$ cat config.mk
export PLATFORM = sky130hd
export DESIGN_NAME = universal_shift_register
export DESIGN_NICKNAME = d
export VERILOG_FILES = /design/src/rtl/universal_shift_register.sv
export SDC_FILE = /design/constraint.sdc
export NUM_CORES = 1
export LEC_CHECK = 0
export ABC_CLOCK_PERIOD_IN_PS = 1500
export BUFFER_PORTS_ARGS = -buffer_cell sky130_fd_sc_hd__buf_2
export CAP_MARGIN = 20
export CORE_AREA = 5 5 48 50
export DETAILED_ROUTE_END_ITERATION = 16
export DIE_AREA = 0 0 53 55
export PLACE_DENSITY = 0.87
export SYNTH_ARGS = -nofsm -noshare
export SYNTH_HDL_FRONTEND = slang
export SYNTH_SLANG_ARGS = --single-unit
$ cat constraint.sdc
create_clock -name clk -period 1.5 [get_ports clk]
set_input_delay 0.075 -clock clk [delete_from_list [all_inputs] [get_ports clk]]
set_output_delay 0.075 -clock clk [all_outputs]
set_load 0.1 [all_outputs]
$ cat src/rtl/universal_shift_register.sv
// Multi-mode shift register with frame counter.
// Hold, shift, rotate, load and clear, chosen per cycle by mode.
module universal_shift_register #(
    parameter int                    DATA_WIDTH  = 8,
    parameter logic [DATA_WIDTH-1:0] RESET_VALUE = '0,
    localparam int                   CNT_W       = $clog2(DATA_WIDTH + 1)
) (
    input  logic                  clk,
    input  logic                  reset,
    input  logic [2:0]            mode,
    input  logic                  ser_in_msb,
    input  logic                  ser_in_lsb,
    input  logic [DATA_WIDTH-1:0] load_data,
    output logic [DATA_WIDTH-1:0] data_out,
    output logic                  ser_out,
    output logic [CNT_W-1:0]      bit_count,
    output logic                  frame_done
);

    typedef enum logic [2:0] {
        HOLD    = 3'b000,
        SHIFT_R = 3'b001,
        SHIFT_L = 3'b010,
        ROT_R   = 3'b011,
        ROT_L   = 3'b100,
        LOAD    = 3'b101,
        CLEAR   = 3'b110,
        RSVD    = 3'b111
    } mode_t;

    localparam logic [CNT_W-1:0] LAST = CNT_W'(DATA_WIDTH - 1);

    mode_t op;
    logic  is_shift;
    logic  is_abort;

    assign op = mode_t'(mode);

    // Classify the current mode for the frame counter.
    always_comb begin
        is_shift = 1'b0;
        is_abort = 1'b0;
        unique case (op)
            SHIFT_R, SHIFT_L: is_shift = 1'b1;
            LOAD, CLEAR:      is_abort = 1'b1;
            default:          ;
        endcase
    end

    // Register contents and the last bit shifted out.
    always_ff @(posedge clk or posedge reset) begin
        if (reset) begin
            data_out <= RESET_VALUE;
            ser_out  <= 1'b0;
        end else begin
            unique case (op)
                SHIFT_R: begin
                    data_out <= {ser_in_msb, data_out[DATA_WIDTH-1:1]};
                    ser_out  <= data_out[0];
                end
                SHIFT_L: begin
                    data_out <= {data_out[DATA_WIDTH-2:0], ser_in_lsb};
                    ser_out  <= data_out[DATA_WIDTH-1];
                end
                ROT_R:
                    data_out <= {data_out[0], data_out[DATA_WIDTH-1:1]};
                ROT_L:
                    data_out <= {data_out[DATA_WIDTH-2:0],
                                 data_out[DATA_WIDTH-1]};
                LOAD:    data_out <= load_data;
                CLEAR:   data_out <= '0;
                default: ;
            endcase
        end
    end

    // Count shifts; pulse frame_done when a full word has gone through.
    always_ff @(posedge clk or posedge reset) begin
        if (reset) begin
            bit_count  <= '0;
            frame_done <= 1'b0;
        end else begin
            frame_done <= 1'b0;
            if (is_shift) begin
                if (bit_count == LAST) begin
                    bit_count  <= '0;
                    frame_done <= 1'b1;
                end else begin
                    bit_count <= bit_count + CNT_W'(1);
                end
            end else if (is_abort) begin
                bit_count <= '0;
            end
        end
    end

endmodule

# == After elaboration in Yosys (flattened, before gate mapping) ==
# Index checks and enable logic that the tools add are counted.
# classes
add_sub_neg,1
n_eq_ne,7
n_mux,9
reduce_logical,5
# ops
op,n
one-hot mux 8 bit (6 select lines),1
two-way mux 4 bit,3
"== test 3 bit, second input constant",3
"== test 3 x 2 -> 1 bit, second input constant",2
nonzero test 6 bit,1
"adder 4 x 1 -> 4 bit, second input constant",1
"== test 4 x 3 -> 1 bit, second input constant",1
two-way mux 1 bit,4
nonzero test 2 bit,2
OR reduction 2 bit,2
"== test 3 x 1 -> 1 bit, second input constant",1
one-hot mux 1 bit (2 select lines),1
# totals
reg_bits,14
word_cells,26

# == Longest topological paths before layout ==
# Gate-level depths: netlist of run 1.
# depth
word_depth,5
depth_mapped,5
mapped_depth_nobuf,4

# == Least setup slack after synthesis of run 1 ==
# Ideal clock, no wire load.
# synth_path
path_kind,reg-to-reg
start,reg bit_count[0]
end,reg bit_count[0]
setup_ns,0.167
t_arrival_ns,1.616
t_required_ns,1.333
slack_ns,-0.283
stages_incl_launch_ff,5
n_path_buf,0
period_less_slack_ns,1.783
cell_sequence,dfrtp_1 -> ha_1 -> nand2_1 -> o21ai_0 -> o21ai_0
# synth_via
elab_chain_len,3
word_cells_on_any_way,4
classes_between,add/sub: 1; eq/ne: 1; mux: 2
# synth_rtl
element,line_no,rtl
"start, declared",16,"output logic [CNT_W-1:0] bit_count,"
"start signal, assigned",89,bit_count <= bit_count + CNT_W'(1);
adder 4 x 1 -> 4 bit / == test 4 x 3 -> 1 bit (equally long branches),"89, 85",
two-way mux 4 bit *,85,if (bit_count == LAST) begin
two-way mux 4 bit *,84,if (is_shift) begin
# Mark *: on every way between the ends. The rest lies on a longest branch, timed or not.
# A chain may end at the register's enable or synchronous reset.

# == Worst setup path in the final report of run 1 ==
# layout_path
start,reg data_out[7]
end,out data_out[7]
# layout_lines
element,line_no,rtl
"start, declared",14,"output logic [DATA_WIDTH-1:0] data_out,"
"start signal, assigned",58,"data_out <= {ser_in_msb, data_out[DATA_WIDTH-1:1]};"
"start signal, assigned",62,"data_out <= {data_out[DATA_WIDTH-2:0], ser_in_lsb};"
"start signal, assigned",66,"data_out <= {data_out[0], data_out[DATA_WIDTH-1:1]};"
# No word-level cell between the ends.

==> results of run 1 <==
## state kept, by name, summed over array words and instances, names as in the netlist
signal and count:
bit_count 4, data_out 8, frame_done 1, ser_out 1
## per-stage QoR
stage	worst slack [ps]	hold slack, ps	total power [mW]
after detailed placement	179.5	140.0	1.393
after floorplan	23.80	-36.46	1.252
after global routing	190.5	120.7	1.667
after global placement	234.9	136.1	1.381
after CTS	229.7	109.0	1.601
final	236.5	104.6	1.591
## how the worst max path moves through the flow
| stage | startpoint | to | slack [ps] | depth (start not counted) |
|---|---|---|---|---|
| floorplan | data_out[7]$_DFFE_PP0P_ | data_out[0]$_DFFE_PP0P_ | 20 | 3 |
| global placement | mode[1] | data_out[6]$_DFFE_PP0P_ | 230 | 5 |
| detailed placement | mode[1] | data_out[6]$_DFFE_PP0P_ | 180 | 5 |
| CTS | data_out[7]$_DFFE_PP0P_ | data_out[7] | 230 | 1 |
| global route | data_out[7]$_DFFE_PP0P_ | data_out[7] | 190 | 1 |
| finish | data_out[7]$_DFFE_PP0P_ | data_out[7] | 240 | 1 |
## final cells by class
| type | count | area [sq um] | share of cell area (%) |
|---|---|---|---|
| Clock buffer | 3 | 22.52 | 2.108 |
| Inverter | 6 | 22.52 | 2.108 |
| Multi-Input combinational cell | 76 | 469.2 | 43.91 |
| Sequential cell | 14 | 362.8 | 33.96 |
| Tap cell | 27 | 33.78 | 3.162 |
| Timing Repair Buffer | 30 | 157.7 | 14.75 |
## synthesized netlist by cell type
cell       n
or2_1      1
o22ai_1    9
o21ai_0    7
mux2i_1    2
or3_1      1
xor2_1     1
maj3_1     1
nand3_1    3
nand2b_1   1
inv_1      6
nor2_1    10
a21o_1     1
clkbuf_8   4
a31oi_1    1
nand2_2    1
a211oi_1   6
nor3_1     2
ha_1       1
o221ai_1   1
mux2_2     4
a22oi_1    1
nand2_1    8
buf_4      1
dfrtp_1   14
xnor2_1    1
a21oi_1   11
o41ai_2    1
a211o_1    1
## power breakdown
group / switching, mW / total, mW / internal [mW]
clock network: 0.113 / 0.206 / 0.0931
registers: 0.0952 / 0.553 / 0.457
logic: 0.667 / 0.832 / 0.165
## metal layers
metal | vias to the layer above | part of all wire, % | GRT usage, %
met3 | 5 | 4.9 | 2.413
met2 | 25 | 50 | 27.69
met1 | 397 | 43 | 17.60
met4 | 0 | 1.9 | 7.660
li1 | 426 | - | -
met5 | - | 0 | 0
## cell families after synthesis
kind of cell             share of synthesized area (%)
AO/OA/AOI/OAI                                    27.25
XOR/XNOR                                         1.937
adder cells (fa/ha/maj)                          2.489
buffers and inverters                            9.405
flip-flops                                       38.73
multiplexers                                     7.192
AND/OR/NAND/NOR                                  13.00
## repair_timing
item / 4_1_cts / 5_1_grt
endpoints found under the hold margin: 14 / 0
buffers inserted: 0 / 0
hold buffers: 1 / 0
## cell usage in the layout (no fill, tap or decap), drive strengths merged, types with 2 or more instances in the layout
cell type   n
buf        29
dfrtp      14
a21oi      11
nor2       10
o22ai       9
nand2       9
o21ai       7
inv         6
a211oi      6
mux2        4
nand3       3
clkbuf      3
nor3        2
mux2i       2
==> results.json, run 1 <==
{
  "routed_wl_mm": 2.045,
  "ant_nets": 0,
  "synth_area_sq_um": 904.6,
  "crit_required_ps": 1420,
  "die_width_um": 53,
  "hold_start": "load_data[6]",
  "num_vias": 853,
  "tns_ps": 0,
  "cts_tree": "yes",
  "setup_viol": 0,
  "cp.arrival_ps": 1190,
  "worstMarginPinSlew_ps": 541.1,
  "wl_per_cell_um": 13.11,
  "syn_inst": 101,
  "min_period_ps": 1264,
  "crit_path_max_fanout": 6,
  "htree_levels": 1,
  "dr.pass1.iters": 4,
  "peakVddDrop_v": 0.0008851,
  "rr_worst_depth": 4,
  "yosys_warnings": 0,
  "postSynthAreaPerCell_sq_um": 8.957,
  "regToRegSetupSlack_ps": 390,
  "start_util_pct": 48.59,
  "place_inst": 152,
  "period_share_pct": 84.23,
  "status": "completed",
  "worst_path_dominant_cell_family": "buffers and inverters",
  "path_buf_inv": 1,
  "place_area_sq_mm": 0.001036,
  "cts_buffers": 3,
  "io_buffers": 28,
  "finalHoldViolCount": 0,
  "rsz0062_at_grt": "false",
  "worst-setup-path-type": "reg2out",
  "n_fill_cell": 194,
  "report.final.slew_viol_count": 0,
  "antenna_found_initial": 0,
  "critPathSlowestCell": "buf_2",
  "skew_ps": 2.624,
  "synth_cell_types": 28,
  "slew-limit-headroom_pct": 63.67,
  "dieHeight_um": 55,
  "viasPerCell": 5.468,
  "die-area_sq_mm": 0.002915,
  "dp_hpwl_mm": 1.533,
  "power_density_mw_per_mm2": 1489,
  "worstPathCellList": "buf_2",
  "ctsLongestPathBuffers": 2,
  "cts.sinks": 14,
  "nets": 147,
  "holdPathEnd": "data_out[6]$_DFFE_PP0P_",
  "insertedDiodeCount": 0,
  "clock_latency_ps": 280,
  "synth_area_leader_cell": "dfrtp_1",
  "start_kind": "flip-flop",
  "yosysSeqAreaShare_pct": 38.73,
  "fin_cells": 156,
  "hold_class": "in2reg",
  "syn_nets": 117,
  "r2r_end": "bit_count[0]$_DFFE_PP0P_",
  "synthToLayoutAreaGrowth_pct": 18.12,
  "drive_above_1_share_pct": 37.21,
  "ys_seq_elements": 14,
  "path_clk_slew_ps": 80,
  "drv_cap": 0,
  "drc": 0,
  "drt_iter0_drc": 12,
  "max_freq_mhz": 791.4,
  "synthTopCellsByArea": "dfrtp_1 39%, o22ai_1 6.2%, a21oi_1 6.1%, clkbuf_8 6.1%, a211oi_1 5.0%",
  "postCtsResizedCells": 0,
  "final_area_sq_mm": 0.001069,
  "coreArea_sq_mm": 0.001862,
  "worstReg2RegStart": "bit_count[0]$_DFFE_PP0P_",
  "num_rows": 16,
  "gp_congestion": 0.8068,
  "synth_top_cell_area_share_pct": 38.73,
  "grt_max_degree": 23,
  "gr-total-overflow": 0,
  "leakagePower_nw": 0.4872,
  "root_buffer": "clkbuf_4",
  "grt_pass1_vias": 762,
  "grt_pass1_wl_mm": 3.229,
  "num_io_pins": 29,
  "track_usage_pct": 15.33,
  "crit_path_end_kind": "output pin",
  "holdPathStages": 3,
  "final_util_pct": 57.39,
  "slowest_delay_ps": 460
}
No activity file was read; power rests on OpenSTA's default activity.
==> inputs of run 2 (changes only) <==
Settings changed: ABC_AREA from default to 1, ABC_CLOCK_PERIOD_IN_PS 1500 to 1200, CORE_AREA 5 5 48 50 to 5 5 50 52, DIE_AREA 0 0 53 55 to 0 0 55 57, PLACE_DENSITY 0.87 to 0.81.
Clock period 1.5 ns to 1.2 ns, I/O delays scaled along.
==> run 2 against run 1 <==
Critical path depth increased by 1; area after synthesis increased by 0.28%; cell count increased by 23%; sequential share of layout area decreased by 4.7 points; non-clock buffer count increased by 2; cell area increased by 19%; synthesized cell count increased by 30%; clock skew increased by 1.3 ps.
==> results.json, run 2 <==
{
  "power_density_mw_per_mm2": 2115,
  "worstMarginPinSlew_ps": 559.0,
  "r2r_end": "bit_count[2]$_DFFE_PP0P_",
  "regToRegSetupSlack_ps": 20,
  "coreArea_sq_mm": 0.002063,
  "synth_ff_type": "dfrtp_1",
  "wl_per_cell_um": 12.22,
  "cp.arrival_ps": 1120,
  "gp_congestion": 0.7307,
  "die_width_um": 55,
  "htree_levels": 1,
  "synth_cell_types": 18,
  "num_rows": 17,
  "grt_pass1_vias": 942,
  "num_io_pins": 29,
  "status": "completed",
  "synth_area_sq_um": 907.1,
  "grt_pass1_wl_mm": 3.843,
  "slew-limit-headroom_pct": 62.70,
  "path_clk_slew_ps": 90,
  "final_area_sq_mm": 0.001269,
  "path_buf_inv": 2,
  "nets": 181,
  "holdPathStages": 5,
  "peakVddDrop_v": 0.001138,
  "drc": 0,
  "synth-edff-count": 0,
  "setup_viol": 0,
  "insertedDiodeCount": 0,
  "place_area_sq_mm": 0.001179,
  "yosysSeqAreaShare_pct": 38.62,
  "synthTopCellsByArea": "dfrtp_1 39%, nand2_1 11%, nor2_1 9.9%, inv_1 9.1%, a21oi_1 6.6%",
  "crit_path_end_kind": "output pin",
  "syn_nets": 147,
  "leakagePower_nw": 0.6756,
  "crit_required_ps": 1140,
  "cts.sinks": 14,
  "viasPerCell": 5.089,
  "routed_wl_mm": 2.347,
  "grt_max_degree": 16,
  "cts_buffers": 3,
  "postSynthAreaPerCell_sq_um": 6.925,
  "ant_nets": 0,
  "ctsLongestPathBuffers": 2,
  "drt_iter0_drc": 30,
  "clock_latency_ps": 290,
  "dieHeight_um": 57,
  "yosys_warnings": 0,
  "antenna_found_initial": 0,
  "synth_common_cells": "27 x nand2_1, 24 x nor2_1, 22 x inv_1",
  "drive_above_1_share_pct": 37.80,
  "worstReg2RegStart": "bit_count[0]$_DFFE_PP0P_",
  "gr-total-overflow": 0,
  "io_buffers": 28,
  "crit_path_max_fanout": 5,
  "synth.most_common_cell": "nand2_1",
  "ys_seq_elements": 14,
  "final_cell_mix": "26 x nand2_1, 22 x inv_1, 22 x nor2_1, 17 x buf_2, 12 x a21oi_1",
  "worstPathCellList": "buf_4, buf_12",
  "skew_ps": 3.951,
  "rr_worst_depth": 4,
  "dr.pass1.iters": 4,
  "top_register": "data_out",
  "n_fill_cell": 203,
  "hold_start": "ser_in_msb",
  "root_buffer": "clkbuf_4",
  "synth_top_cell_area_share_pct": 38.62,
  "start_kind": "flip-flop",
  "min_period_ps": 1180,
  "synth-async-reset-ratio_pct": 100.0,
  "startpoint": "bit_count[0]$_DFFE_PP0P_",
  "dp_hpwl_mm": 1.739,
  "synthToLayoutAreaGrowth_pct": 39.86,
  "synth_area_leader_cell": "dfrtp_1",
  "die-area_sq_mm": 0.003135,
  "finalHoldViolCount": 0,
  "slowest_delay_ps": 500,
  "drv_cap": 0,
  "track_usage_pct": 16.08,
  "worst-setup-path-type": "reg2out",
  "start_util_pct": 43.97,
  "worst_path_dominant_cell_family": "flip-flops",
  "largest_reg_flops": 8,
  "num_vias": 977,
  "reg_top3": "data_out: 8 flops, bit_count: 4 flops",
  "report.final.slew_viol_count": 0,
  "cts_tree": "yes",
  "hold_class": "in2reg",
  "period_share_pct": 98.34,
  "layout_commonest_cell": "nand2_1",
  "syn_inst": 131,
  "holdPathEnd": "data_out[7]$_DFFE_PP0P_",
  "critPathSlowestCell": "dfrtp_4",
  "max_freq_mhz": 847.4,
  "fin_total_pwr_mw": 2.683
}
run 2: cell types whose count changed after synthesis, sizes merged, moves of 2 or more:
cell    change
o22ai       -9
a21oi       +2
buf         +2
nand2      +22
inv        +16
nand4       +5
mux2i       -2
mux2        -4
clkbuf      -4
nor2       +14
a211oi      -6
nand3       +5
run 2: worst max-delay path by stage:
stage                                     to  slack [ps]  cells past startpoint
floorplan           bit_count[0]$_DFFE_PP0P_        -110                      6
global placement    bit_count[2]$_DFFE_PP0P_          80                      4
detailed placement  bit_count[1]$_DFFE_PP0P_          30                      6
CTS                             bit_count[3]           5                      1
global route        bit_count[0]$_DFFE_PP0P_         -20                      6
finish                          bit_count[0]          20                      2
run 2: through the flow:
stage                     setup slack (ps)  setup TNS, ps  instances  hold WS [ps]  util (%)
after detailed placement             27.45              0        186         138.6     57.13
after global placement               82.64              0        186         138.2     57.13
after floorplan                     -113.1         -320.9        131        -51.48         -
final                                19.97              0        192         92.40     61.49
after CTS                            4.679              0        191         98.27     59.37
after global routing                -18.01         -28.23        192         116.0     61.49
run 2: power breakdown:
group | total, mW | switching, mW | internal [mW] | leakage, nW
clock | 0.353 | 0.168 | 0.185 | 0.0210
combinational | 1.58 | 1.10 | 0.477 | 0.497
sequential | 0.755 | 0.145 | 0.610 | 0.157
total | 2.68 | 1.41 | 1.27 | 0.676
run 2: worst min-delay path, delay by kind of cell:
kind / cells / cell delay, ps
buf+inv: 2 / 130
simple gates: 2 / 90
compound gates: 1 / 70
run 2: cell families (layout without fill, tap and decap cells):
logic type                 Yosys count  in the layout  synth area share [%]
and+or+nand+nor                     70             70                 34.62
buffers and inverters               25             58                 12.41
AOI/OAI and AO/OA                   21             21                 12.97
DFF                                 14             14                 38.62
adders and majority gates            1              1                 1.379
run 2: area by class of cell:
class | instances | area (sq um) | share of cell area (%)
inverter | 22 | 82.58 | 6.509
clock buffer | 4 | 36.28 | 2.860
timing repair buffer | 32 | 262.8 | 20.71
tap | 28 | 35.03 | 2.761
multi-input combinational | 92 | 480.5 | 37.87
sequential | 14 | 371.6 | 29.29
run 2: what timing repair did:
item / 4_1_cts / 5_1_grt
hold endpoints to repair: 14 / 0
resized for setup: 0 / 12
endpoints found under the setup margin: 0 / 8
hold buffers: 1 / 0
setup buffers: 0 / 1
run 2: per-layer routing:
| metal | vias to the layer above | wire (um) | global-route usage, % |
|---|---|---|---|
| met5 | - | 0 | 0 |
| met4 | 0 | 33 | 7.986 |
| met3 | 5 | 136 | 2.611 |
| met2 | 28 | 1232 | 26.86 |
| met1 | 462 | 945 | 19.31 |
| li1 | 482 | - | - |
